### src/rtl/overlap_add.sv
// 50% overlap-add synthesis stage: accepts a whole windowed frame in parallel and
// streams out HOP_SIZE samples, each the saturated sum of the frame's first half and the previous frame's second half.
module overlap_add #(
    parameter int unsigned SAMPLE_BITS = 12,
    parameter int unsigned WINDOW_SIZE = 128,
    parameter int unsigned HOP_SIZE    = WINDOW_SIZE / 2
) (
    input  logic                   clk,
    input  logic                   rst,
    input  logic [SAMPLE_BITS-1:0] in [0:WINDOW_SIZE-1],
    input  logic                   in_valid,
    output logic                   in_ready,
    output logic [SAMPLE_BITS-1:0] out,
    output logic                   out_valid,
    input  logic                   out_ready,
    output logic                   out_first
);

    localparam int unsigned IDX_BITS = $clog2(HOP_SIZE);
    localparam logic [IDX_BITS-1:0] LAST_IDX = IDX_BITS'(HOP_SIZE - 1);

    typedef enum logic {
        IDLE,
        EMIT
    } state_t;

    state_t                 state;
    logic [IDX_BITS-1:0]    index;
    logic [IDX_BITS-1:0]    next_index;
    logic [SAMPLE_BITS-1:0] head_buf [0:HOP_SIZE-1];
    logic [SAMPLE_BITS-1:0] back_buf [0:HOP_SIZE-1];
    logic [SAMPLE_BITS-1:0] tail     [0:HOP_SIZE-1];

    function automatic logic [SAMPLE_BITS-1:0] sat_add(input logic [SAMPLE_BITS-1:0] a,
                                                       input logic [SAMPLE_BITS-1:0] b);
        logic [SAMPLE_BITS:0] sum;
        sum = {1'b0, a} + {1'b0, b};
        return sum[SAMPLE_BITS] ? '1 : sum[SAMPLE_BITS-1:0];
    endfunction

    assign in_ready   = (state == IDLE) && rst;
    assign next_index = index + 1'b1;

    // Frame is split into two HOP-sized halves so every lookup uses the narrow index directly.
    always_ff @(posedge clk) begin
        if (!rst) begin
            state     <= IDLE;
            out       <= '0;
            out_valid <= 1'b0;
            out_first <= 1'b0;
            index     <= '0;
            for (int unsigned k = 0; k < HOP_SIZE; k++) begin
                head_buf[k] <= '0;
                back_buf[k] <= '0;
                tail[k]     <= '0;
            end
        end else begin
            case (state)
                IDLE: begin
                    if (in_valid) begin
                        for (int unsigned k = 0; k < HOP_SIZE; k++) begin
                            head_buf[k] <= in[k];
                            back_buf[k] <= in[HOP_SIZE + k];
                        end
                        index     <= '0;
                        out       <= sat_add(in[0], tail[0]);
                        out_valid <= 1'b1;
                        out_first <= 1'b1;
                        state     <= EMIT;
                    end
                end
                EMIT: begin
                    if (out_ready) begin
                        if (index == LAST_IDX) begin
                            for (int unsigned k = 0; k < HOP_SIZE; k++) begin
                                tail[k] <= back_buf[k];
                            end
                            out_valid <= 1'b0;
                            out_first <= 1'b0;
                            index     <= '0;
                            state     <= IDLE;
                        end else begin
                            index     <= next_index;
                            out       <= sat_add(head_buf[next_index], tail[next_index]);
                            out_first <= 1'b0;
                        end
                    end
                end
                default: state <= IDLE;
            endcase
        end
    end

endmodule
### config.mk
export PLATFORM = sky130hd
export DESIGN_NAME = overlap_add
export DESIGN_NICKNAME = d
export VERILOG_FILES = /design/src/rtl/overlap_add.sv
export SDC_FILE = /design/constraint.sdc
export NUM_CORES = 2
export LEC_CHECK = 0
export CAP_MARGIN = 20
export CORE_AREA = 2 2 610 612
export CTS_BUF_LIST = sky130_fd_sc_hd__clkbuf_16
export DETAILED_ROUTE_END_ITERATION = 16
export DIE_AREA = 0 0 612 614
export PLACE_DENSITY = 0.43
export REMOVE_ABC_BUFFERS = 1
export SYNTH_ARGS = -nofsm -noshare
export SYNTH_HDL_FRONTEND = slang
export SYNTH_SLANG_ARGS = --single-unit
### constraint.sdc
create_clock -name clk -period 115.6 [get_ports clk]
set_input_delay 23.12 -clock clk [delete_from_list [all_inputs] [get_ports clk]]
set_output_delay 23.12 -clock clk [all_outputs]
set_load 0.05 [all_outputs]
==> flow_summary.yaml <==
setup_path:
  crit_type: "in -> out"
  cp_data_arrival_time_ns: 25.15
  reg2regPathDepth: 14
  cp-end-kind: "output port"
  r2r_end: "out[3]"
  r2r_slack_ns: 108.21
  r2r-start: "index[0]"
  cp_max_fo: 56
  worst_setup_path_start_kind: "primary input"
  worstPathRequired_ns: 92.48
route:
  wl_met2_mm: 181
  wl_per_cell_um: 27.6
  met1_length_mm: 134
  top_layer_used: "met5"
  num_vias: 57000
  drtIter0Drc: 4470
  via_per_inst: 4.52
  drc_errors: 0
  wl_mm: 348
  dr.pass1.iters: 5
  ant_nets: 0
  dr_wl_met3_mm: 22.1
yosys:
  async_reset_ff_share_pct: 0
  ys_ff_latch: 2325
  synth-compound-area-share_pct: 0.975
  syn_area_mm2: 0.0988
  yosysUniqueCellTypes: 50
  synth-xor-area-share_pct: 0.160
  synth_edf_count: 2304
  avgSynthCellArea_um2: 16.8
  ys_seq_area_share_pct: 70.4
  ys.flop_type: "edfxtp_1"
  synth_fa_ha_area_share_pct: 0.357
  yosys_warnings: 0
  postSynthCellCount: 5883
  synth_top_family_by_area: "simple AND/OR/NAND/NOR gates"
  synth-simple-area-share_pct: 15.1
  synthMuxAreaShare_pct: 11.0
power:
  peakVddDrop_uv: 10.1
  p_int_w: 0.00158
  p_comb_share_pct: 9.3
  p_leak_nw: 48.0
  p_per_area_mw_per_mm2: 16.0
  switching_share_pct: 23.2
  seqPwrFrac_pct: 49.1
  netSwitchingPower_w: 0.000477
  p_clk_share_pct: 41.6
placed_design:
  place_congestion: 0.806
  portBuffers: 1554
  place_hpwl_mm: 243
  dpl.cell_count: 12000
sta:
  final_hold_viol_count: 0
  drv_slew: 0
  finalCriticalPeriod_ns: 48.27
  fin_crit_sh_pct: 41.8
  fin_skew_ns: 0.0549
  relSlewSlack_pct: 1.68
  finalSetupTns_ns: 0
  max_freq_mhz: 20.7
  finalSetupViolCount: 0
  rsz0062_at_grt: "false"
  worstMarginPinSlew_ns: 1.47
floorplanning:
  rows: 224
  core_region_area_mm2: 0.370
  io_pins: 1555
  die_area_mm2: 0.376
  die_h_um: 614
  initial_utilization_pct: 26.7
  die_width_um: 612
cts:
  cts_tree: "done"
  clk_pin_slew_ns: 0.05
  clock_latency_ns: 0.91
  numCtsBuffers: 284
  cts-root-buf: "clkbuf_16"
  htree_levels: 5
  hold_buffers: 0
  clockBufferDepth: 4
  post_cts_buffers: 0
  cts_resized: 0
  clkSinkCount: 2325
grt:
  grt_start_max_net_pins: 223
  grt_usage_pct: 18.0
  antenna_found_initial: 221
  grt_first_pass_wirelength_mm: 474
  first_global_vias: 59600
  overflow: 0
final_layout:
  layout_common_cells: "edfxtp_1, clkdlybuf4s50_1, and2_1"
  n_fill_cell: 35500
  layout_commonest_cell: "edfxtp_1"
  drive_above_1_share_pct: 12.7
  layout.cells.non_filler: 12600
  layout.nets: 8922
  area_delta_synth_final_pct: 30.3
  fin_util_pct: 34.8
run:
  drv_cap: 0
run_status:
  status: "finished, final reports clean"
hold_path:
  hold_depth: 2
  min_path_type: "reg -> reg"
  hold_end: "out[1]"
  min-delay-start: "out[1]"
cell families (layout without fill, tap and decap cells):
logic type	Yosys count	count (layout)
multiplexers	482	482
other	0	52
flip-flops	2325	2325
AND/OR/NAND/NOR	2419	2419
AO/OA/AOI/OAI	138	138
XOR/XNOR	18	18
buffers and inverters	474	2165
adder cells (fa/ha/maj)	27	27
worst max-delay path, cell delays in order:
cell	delay [ns]
buf_8	0.31
nor2b_4	0.66
clkdlybuf4s50_1	0.96
power groups by stage:
stage / logic [W] / clock network (W) / registers [W]
after global placement: 0.000194 / 0 / 0.00103
after detailed placement: 0.000195 / 0 / 0.00103
after global routing: 0.000206 / 0.000918 / 0.00102
after floorplan: 0.000100 / 0 / 0.00112
final: 0.000191 / 0.000857 / 0.00101
after CTS: 0.000196 / 0.000885 / 0.00101
worst max path at each step:
stage	startpoint	to	slack (ns)
floorplan	out_ready	tail[0][0]	35.95
global placement	rst	in_ready	67.31
detailed placement	rst	in_ready	67.31
CTS	rst	in_ready	67.30
global route	rst	in_ready	67.31
finish	rst	in_ready	67.33
routing by layer:
metal,vias to the layer above,global-route usage (%)
met3,679,3.91
met1,29000,21.4
li1,25400,-
met2,1841,32.7
met4,62,4.56
met5,-,0
cell usage after synthesis (all sizes together) (6+ instances only):
library cell	count	area share (%)
edfxtp	2304	70
and2	1491	9.4
and3	819	5.2
mux4	480	11
clkbuf	404	1.5
buf	64	0.40
a22oi	51	0.39
nand2	44	0.17
ha	25	0.32
dfxtp	21	0.43
a21oi	19	0.096
nor2	19	0.072
nand3	17	0.086
o21ai	16	0.081
xnor2	13	0.12
nor2b	8	0.051
a21boi	6	0.046
a21o	6	0.046
inv	6	0.023
o21a	6	0.046
metrics by stage:
stage                     setup slack, ns  hold WS, ns  area (um2)  power [W]
after floorplan                     35.95        0.477       96900    0.00122
after global placement              67.31        0.469      120000    0.00122
after detailed placement            67.31        0.467      120000    0.00122
after CTS                           67.30        0.475      128000    0.00209
after global routing                67.31        0.490      129000    0.00214
final                               67.33        0.469      129000    0.00206
area by class of cell:
| type | count | area [um2] | share of cell area, % |
|---|---|---|---|
| diodes | 52 | 130 | 0.101 |
| clock buffers | 288 | 7210 | 5.60 |
| clock inverters | 217 | 1600 | 1.24 |
| inverters | 6 | 22.5 | 0.0175 |
| multi-input cells | 3084 | 27400 | 21.3 |
| flip-flops and latches | 2325 | 69600 | 54.1 |
| well taps | 4972 | 6220 | 4.83 |
| repair buffers | 1654 | 16600 | 12.9 |
state kept, by name (all words and copies together), names as in the netlist:
signal	flops
back_buf	768
head_buf	768
out_first	1
out	12
index	6
tail	768
out_valid	1
state	1
Power figures use the tool's default switching activity.
